===== config.mk =====
export PLATFORM = sky130hd
export DESIGN_NAME = hazard_stall_ctrl_flat
export DESIGN_NICKNAME = d
export VERILOG_FILES = /design/src/rtl/hazard_stall_ctrl_if.sv /design/src/rtl/hazard_stall_ctrl.sv /design/src/flat_wrapper.sv
export SDC_FILE = /design/constraint.sdc
export NUM_CORES = 1
export LEC_CHECK = 0
export BUFFER_PORTS_ARGS = -buffer_cell sky130_fd_sc_hd__buf_2
export CORE_AREA = 2 2 39 41
export DETAILED_ROUTE_END_ITERATION = 8
export DIE_AREA = 0 0 41 43
export SETUP_SLACK_MARGIN = 0.15
export SKIP_CTS_REPAIR_TIMING = 1
export SLEW_MARGIN = 30
export SYNTH_ARGS = -nofsm -noshare
export SYNTH_HDL_FRONTEND = slang
export SYNTH_SLANG_ARGS = --single-unit

===== constraint.sdc =====
create_clock -name clk -period 2.75 [get_ports clk]
set_input_delay 0.275 -clock clk [delete_from_list [all_inputs] [get_ports clk]]
set_output_delay 0.275 -clock clk [all_outputs]
set_load 0.05 [all_outputs]

===== src/rtl/hazard_stall_ctrl_if.sv =====
// Hazard/stall control bundle between the pipeline datapath (master) and the
// stall controller (slave): ID-stage operands, EX/MEM producer info, stall/flush controls.
interface hazard_stall_ctrl_if;
    localparam int unsigned REG_W = 5;

    // ID-stage consumer
    logic [REG_W-1:0] ID_Rs;
    logic [REG_W-1:0] ID_Rt;
    logic             ID_UsesRt;
    logic             ID_Branch;
    logic             BranchTaken;

    // EX/MEM producers
    logic             EX_RegWrite;
    logic             EX_MemRead;
    logic [REG_W-1:0] EX_WriteReg;
    logic             MEM_RegWrite;
    logic             MEM_MemRead;
    logic [REG_W-1:0] MEM_WriteReg;

    // Pipeline control back to the datapath
    logic             PCWrite;
    logic             IFID_Write;
    logic             IDEX_Bubble;
    logic             IFID_Flush;
    logic             Stall;

    modport master (
        output ID_Rs, ID_Rt, ID_UsesRt, ID_Branch, BranchTaken,
        output EX_RegWrite, EX_MemRead, EX_WriteReg,
        output MEM_RegWrite, MEM_MemRead, MEM_WriteReg,
        input  PCWrite, IFID_Write, IDEX_Bubble, IFID_Flush, Stall
    );

    modport slave (
        input  ID_Rs, ID_Rt, ID_UsesRt, ID_Branch, BranchTaken,
        input  EX_RegWrite, EX_MemRead, EX_WriteReg,
        input  MEM_RegWrite, MEM_MemRead, MEM_WriteReg,
        output PCWrite, IFID_Write, IDEX_Bubble, IFID_Flush, Stall
    );
endinterface


===== src/rtl/hazard_stall_ctrl.sv =====
// Load-use / branch-operand hazard stall and branch flush control for a 5-stage pipeline.
// Optional feature: define STALL_COUNT_EN to add the saturating stall_cycles counter port.
module hazard_stall_ctrl (
    input  logic                   clk,
    input  logic                   reset,
    hazard_stall_ctrl_if.slave     hz
`ifdef STALL_COUNT_EN
    ,
    output logic [31:0]            stall_cycles
`endif
);
    localparam int unsigned REG_W  = 5;
    localparam int unsigned NEED_W = 2;

    typedef enum logic {
        IDLE = 1'b0,
        HOLD = 1'b1
    } state_t;

    state_t              state;
    state_t              nextState;
    state_t              curState;
    logic                remain;
    logic                nextRemain;
    logic                matchEx;
    logic                matchMem;
    logic [NEED_W-1:0]   need;
    logic                stallC;

    // Producer-to-consumer register matches; $0 is hardwired and never a hazard.
    always_comb begin
        matchEx  = hz.EX_RegWrite && (hz.EX_WriteReg != REG_W'(0)) &&
                   ((hz.EX_WriteReg == hz.ID_Rs) ||
                    (hz.ID_UsesRt && (hz.EX_WriteReg == hz.ID_Rt)));
        matchMem = hz.MEM_RegWrite && (hz.MEM_WriteReg != REG_W'(0)) &&
                   ((hz.MEM_WriteReg == hz.ID_Rs) ||
                    (hz.ID_UsesRt && (hz.MEM_WriteReg == hz.ID_Rt)));
    end

    // Stall need: branches compare in ID so they wait on EX ALU results and MEM loads too.
    always_comb begin
        need = NEED_W'(0);
        if (hz.ID_Branch && hz.EX_MemRead && matchEx) begin
            need = NEED_W'(2);
        end else if ((hz.ID_Branch && !hz.EX_MemRead && matchEx) ||
                     (hz.ID_Branch && hz.MEM_MemRead && matchMem) ||
                     (!hz.ID_Branch && hz.EX_MemRead && matchEx)) begin
            need = NEED_W'(1);
        end
    end

    // While reset is held the controller behaves as if in IDLE.
    assign curState = reset ? IDLE : state;

    always_ff @(posedge clk) begin
        if (reset) begin
            state  <= IDLE;
            remain <= 1'b0;
        end else begin
            state  <= nextState;
            remain <= nextRemain;
        end
    end

    // Next state and stall decision; HOLD counts down the extra branch-after-load cycle.
    always_comb begin
        nextState  = IDLE;
        nextRemain = 1'b0;
        stallC     = 1'b0;
        unique case (curState)
            IDLE: begin
                stallC = (need != NEED_W'(0));
                if (need == NEED_W'(2)) begin
                    nextState  = HOLD;
                    nextRemain = 1'b1;
                end
            end
            HOLD: begin
                stallC     = 1'b1;
                nextRemain = remain - 1'b1;
                nextState  = IDLE;
            end
        endcase
    end

    // Stall freezes PC and IF/ID and injects a bubble; a flush never overlaps a stall.
    always_comb begin
        hz.Stall       = stallC;
        hz.PCWrite     = !stallC;
        hz.IFID_Write  = !stallC;
        hz.IDEX_Bubble = stallC;
        hz.IFID_Flush  = hz.ID_Branch && hz.BranchTaken && !stallC;
    end

`ifdef STALL_COUNT_EN
    localparam int unsigned CNT_W = 32;

    // Saturating performance counter of stalled cycles.
    always_ff @(posedge clk) begin
        if (reset) begin
            stall_cycles <= CNT_W'(0);
        end else if (stallC && (stall_cycles != {CNT_W{1'b1}})) begin
            stall_cycles <= stall_cycles + CNT_W'(1);
        end
    end
`endif

endmodule


===== src/flat_wrapper.sv =====
// flat-port wrapper written by rule: the top's interface ports become plain ports
module hazard_stall_ctrl_flat 
  (clk, reset, hz_ID_Rs, hz_ID_Rt, hz_ID_UsesRt, hz_ID_Branch, hz_BranchTaken, hz_EX_RegWrite, hz_EX_MemRead, hz_EX_WriteReg, hz_MEM_RegWrite, hz_MEM_MemRead, hz_MEM_WriteReg, hz_PCWrite, hz_IFID_Write, hz_IDEX_Bubble, hz_IFID_Flush, hz_Stall);
  hazard_stall_ctrl_if hz_i ();
  input  logic clk;
  input  logic reset;
  input wire logic [$bits(hz_i.ID_Rs)-1:0] hz_ID_Rs;
  input wire logic [$bits(hz_i.ID_Rt)-1:0] hz_ID_Rt;
  input wire logic [$bits(hz_i.ID_UsesRt)-1:0] hz_ID_UsesRt;
  input wire logic [$bits(hz_i.ID_Branch)-1:0] hz_ID_Branch;
  input wire logic [$bits(hz_i.BranchTaken)-1:0] hz_BranchTaken;
  input wire logic [$bits(hz_i.EX_RegWrite)-1:0] hz_EX_RegWrite;
  input wire logic [$bits(hz_i.EX_MemRead)-1:0] hz_EX_MemRead;
  input wire logic [$bits(hz_i.EX_WriteReg)-1:0] hz_EX_WriteReg;
  input wire logic [$bits(hz_i.MEM_RegWrite)-1:0] hz_MEM_RegWrite;
  input wire logic [$bits(hz_i.MEM_MemRead)-1:0] hz_MEM_MemRead;
  input wire logic [$bits(hz_i.MEM_WriteReg)-1:0] hz_MEM_WriteReg;
  output wire logic [$bits(hz_i.PCWrite)-1:0] hz_PCWrite;
  output wire logic [$bits(hz_i.IFID_Write)-1:0] hz_IFID_Write;
  output wire logic [$bits(hz_i.IDEX_Bubble)-1:0] hz_IDEX_Bubble;
  output wire logic [$bits(hz_i.IFID_Flush)-1:0] hz_IFID_Flush;
  output wire logic [$bits(hz_i.Stall)-1:0] hz_Stall;
  assign hz_i.ID_Rs = hz_ID_Rs;
  assign hz_i.ID_Rt = hz_ID_Rt;
  assign hz_i.ID_UsesRt = hz_ID_UsesRt;
  assign hz_i.ID_Branch = hz_ID_Branch;
  assign hz_i.BranchTaken = hz_BranchTaken;
  assign hz_i.EX_RegWrite = hz_EX_RegWrite;
  assign hz_i.EX_MemRead = hz_EX_MemRead;
  assign hz_i.EX_WriteReg = hz_EX_WriteReg;
  assign hz_i.MEM_RegWrite = hz_MEM_RegWrite;
  assign hz_i.MEM_MemRead = hz_MEM_MemRead;
  assign hz_i.MEM_WriteReg = hz_MEM_WriteReg;
  assign hz_PCWrite = hz_i.PCWrite;
  assign hz_IFID_Write = hz_i.IFID_Write;
  assign hz_IDEX_Bubble = hz_i.IDEX_Bubble;
  assign hz_IFID_Flush = hz_i.IFID_Flush;
  assign hz_Stall = hz_i.Stall;
  hazard_stall_ctrl u_core (.clk(clk), .reset(reset), .hz(hz_i));
endmodule

==> results.txt <==
The run finished with clean final reports. The number of flip-flops in the largest register came out at 1. The via count of the first global-routing pass is 407. Using the TritonRoute via totals, the vias-per-cell ratio works out to 4.70. The synthesized design spends more area on one cell type than any other, namely sky130_fd_sc_hd__xor2_1. The overall power came out at 0.0917 mW. In this design, the critical path's most frequently occurring cell is sky130_fd_sc_hd__buf_2. Max-cap violations in this run came to 0. The kind of critical path is in -> out.

The routed design could run at a clock period as short as slightly above 2000 ps. Headroom to the max-slew limit came out at between 70% and 80%. The total power density per cell area came out at between 150 and 200 nW/µm². In this run the remaining antenna-violating nets after routing total 0. The region available for standard cell placement spans 1380 µm². The mapped cell area is 353 µm². The final count of hold timing violations is 0. Wires add up to roughly 960 µm.

The number of instances in the synthesized netlist is 43. The number of distinct library cells after synthesis came out at 20. Summed over its instances, the top area cell type makes up 37.2% of the synthesized netlist area. In this design, the stage delay of the slowest critical-path cell is 520 ps. The detailed-routing iteration count for the pre-antenna-repair pass is 2. The initial antenna violation count is 0. The final weighted congestion of routability-driven global placement is between 0.8 and 0.9. STA classifies the critical path startpoint as an input pin.

Relative to the synthesized area, the layout overhead comes to 48.2%. The number of design-rule violations left by the first detailed-router iteration came out at 1. The per-cell routed wire length is between 10 and 15 µm. The area fraction in and, or, nand and nor cells after synthesis came out at 22.3%.

Measured along the y axis, the die boundary spans ~43 µm. The count of input and output buffers is 33. The maximum vdd ir drop is 0.0839 mV. The clock edge transition at the registers on the reported setup and hold paths is 0 ps. The maximum number of pins on one net before global-route repair is 5. For this run, the number of Yosys warnings is 0. The number of top-level pins came out at 34. The actual slew at the worst max-slew pin is 358 ps. After synthesis, the share of cell area in mux cells is 0%. By area, the combinational part of the netlist is dominated by XOR/XNOR gates.

The share of synthesized area occupied by flip-flops and latches came out at 5.67%. The total routing resource utilization after global routing is a little under an eighth. The area share of xor/xnor cells in the synthesized design came out at between 40 and 50%. The kind of path behind the tightest hold check is reg -> reg.

The insertion delay of the later-clocked pin in the worst-skew pair came out at 0 ps. Data on the critical path arrives at its endpoint at about 1800 ps. The number of remaining DRC errors is 0. The final worst clock skew came out at 0 ps. The width of the chip came out at between 40 and 50 µm. The register with the highest flop count is u_core.state. Setup repair after global routing left no endpoint under its margin. The layout cell share with drive strength beyond 1 is approximately half.

The antenna cell count came out at 0. The leakage power of the design came out at 0.250 nW. The largest registers in the layout are u_core.state x1. Derived from the worst setup path, the maximum achievable clock frequency is a little under 500 MHz. The number of pins with negative max-slew slack in the final report came out at 0. The total negative setup slack is 0 ps. The net count of the finished layout is between 100 and 150. The post-synthesis average cell area came out at roughly 8.2 µm².

Setup violations remaining at the end of the flow were counted as 0. The floorplan step defined a die boundary enclosing about 1800 µm². By area the synthesized netlist is led by sky130_fd_sc_hd__xor2_1, sky130_fd_sc_hd__xnor2_1, sky130_fd_sc_hd__dfxtp_1.

The critical path goes through buf_2, or4_1, o221ai_1, and4_1, buf_2. The initial standard-cell utilization of the core came out at between 20% and 30%. STA classifies the critical path endpoint as an output port.

When the netlist entered floorplanning its net count stood at between 70 and 80. The final period utilization came out at 73.5%. The required time of the worst setup path came out at 2480 ps. Summing the areas of all fa, ha and maj instances in the mapped netlist gives 0% of the synthesized area.

In this run the worst path has a maximum fanout of 4. The number of register bits inferred by synthesis is 1. The post-synthesis compound-gate area fraction came out at 17.0%. For this design, the slowest cell found on the critical path is sky130_fd_sc_hd__or4_1. The number of cell rows came out at 14. The setup check on the worst reg-to-reg path leaves a slack of between 2000 and 2500 ps. After global routing the overflow that remains totals 0.

The routed via count is around 420. The global-route wire length before repair came out at between 1000 and 1500 µm.
synth_stat cells:
library cell                instances
sky130_fd_sc_hd__a2bb2oi_2          1
sky130_fd_sc_hd__a32oi_1            1
sky130_fd_sc_hd__and3_1             1
sky130_fd_sc_hd__and4_1             1
sky130_fd_sc_hd__buf_4              2
sky130_fd_sc_hd__dfxtp_1            1
sky130_fd_sc_hd__inv_1              1
sky130_fd_sc_hd__nand2_1            1
sky130_fd_sc_hd__nand3_1            1
sky130_fd_sc_hd__nor2_1             2
sky130_fd_sc_hd__nor3_1             2
sky130_fd_sc_hd__nor4_1             3
sky130_fd_sc_hd__o2111ai_2          1
sky130_fd_sc_hd__o21a_1             1
sky130_fd_sc_hd__o21ai_0            1
sky130_fd_sc_hd__o221ai_1           1
sky130_fd_sc_hd__or4_1              1
sky130_fd_sc_hd__or4_4              1
sky130_fd_sc_hd__xnor2_1            5
sky130_fd_sc_hd__xor2_1            15
path summary, 6_finish.rpt:
check / start / end / cells after the start
max reg2reg: u_core.state / u_core.state / 1
max: hz_EX_WriteReg[0] / hz_IFID_Flush / 5
min reg2reg: u_core.state / u_core.state / 1
min: u_core.state / u_core.state / 1
metrics by stage:
step	instances	util (%)	setup slack (ps)	hold slack, ps	area, µm²
floorplan	43	-	392	351	353
detailed placement	90	37.8	717	454	523
finish	90	37.8	729	452	523
global route	90	37.8	639	472	523
global placement	90	37.8	720	445	523
CTS	90	37.8	708	454	523
layer usage:
| layer | GRT usage (%) | vias up | share of wire, % |
|---|---|---|---|
| li1 | - | 218 | - |
| met1 | 13.1 | 185 | 36 |
| met2 | 23.1 | 20 | 54 |
| met3 | 1.05 | 0 | 9.3 |
| met4 | 0 | 0 | 0 |
| met5 | 0 | - | 0 |
cells in the final DEF (no fill, tap or decap), drive strengths merged, types with 2 or more instances in the layout:
cell / netlist / routed
nor3: 2 / 2
or4: 2 / 2
xor2: 15 / 15
xnor2: 5 / 5
nor2: 2 / 2
buf: 2 / 33
nor4: 3 / 3
cell families (layout without fill, tap and decap cells):
| logic type | after synthesis | count (layout) |
|---|---|---|
| XOR/XNOR | 20 | 20 |
| AO/OA/AOI/OAI | 6 | 6 |
| AND/OR/NAND/NOR | 13 | 13 |
| buffers and inverters | 3 | 34 |
| flip-flops | 1 | 1 |
worst max-delay path, delay by kind of cell:
kind / cells / cell delay [ps]
AND/OR/NAND/NOR: 2 / 750
buffers and inverters: 2 / 390
AO/OA/AOI/OAI: 1 / 330
final cells by class:
| class | instances | area (µm²) |
|---|---|---|
| Fill cell | 155 | 861 |
| Multi-Input combinational cell | 39 | 314 |
| Sequential cell | 1 | 20.0 |
| Tap cell | 16 | 20.0 |
| Timing Repair Buffer | 33 | 165 |
| Inverter | 1 | 3.75 |
where the power goes:
part | internal (mW) | switching (mW)
logic | 0.0356 | 0.0412
clock network | 0 | 0
registers | 0.0149 | 0.0000486
Note: power is estimated with default switching activity, not from simulation.
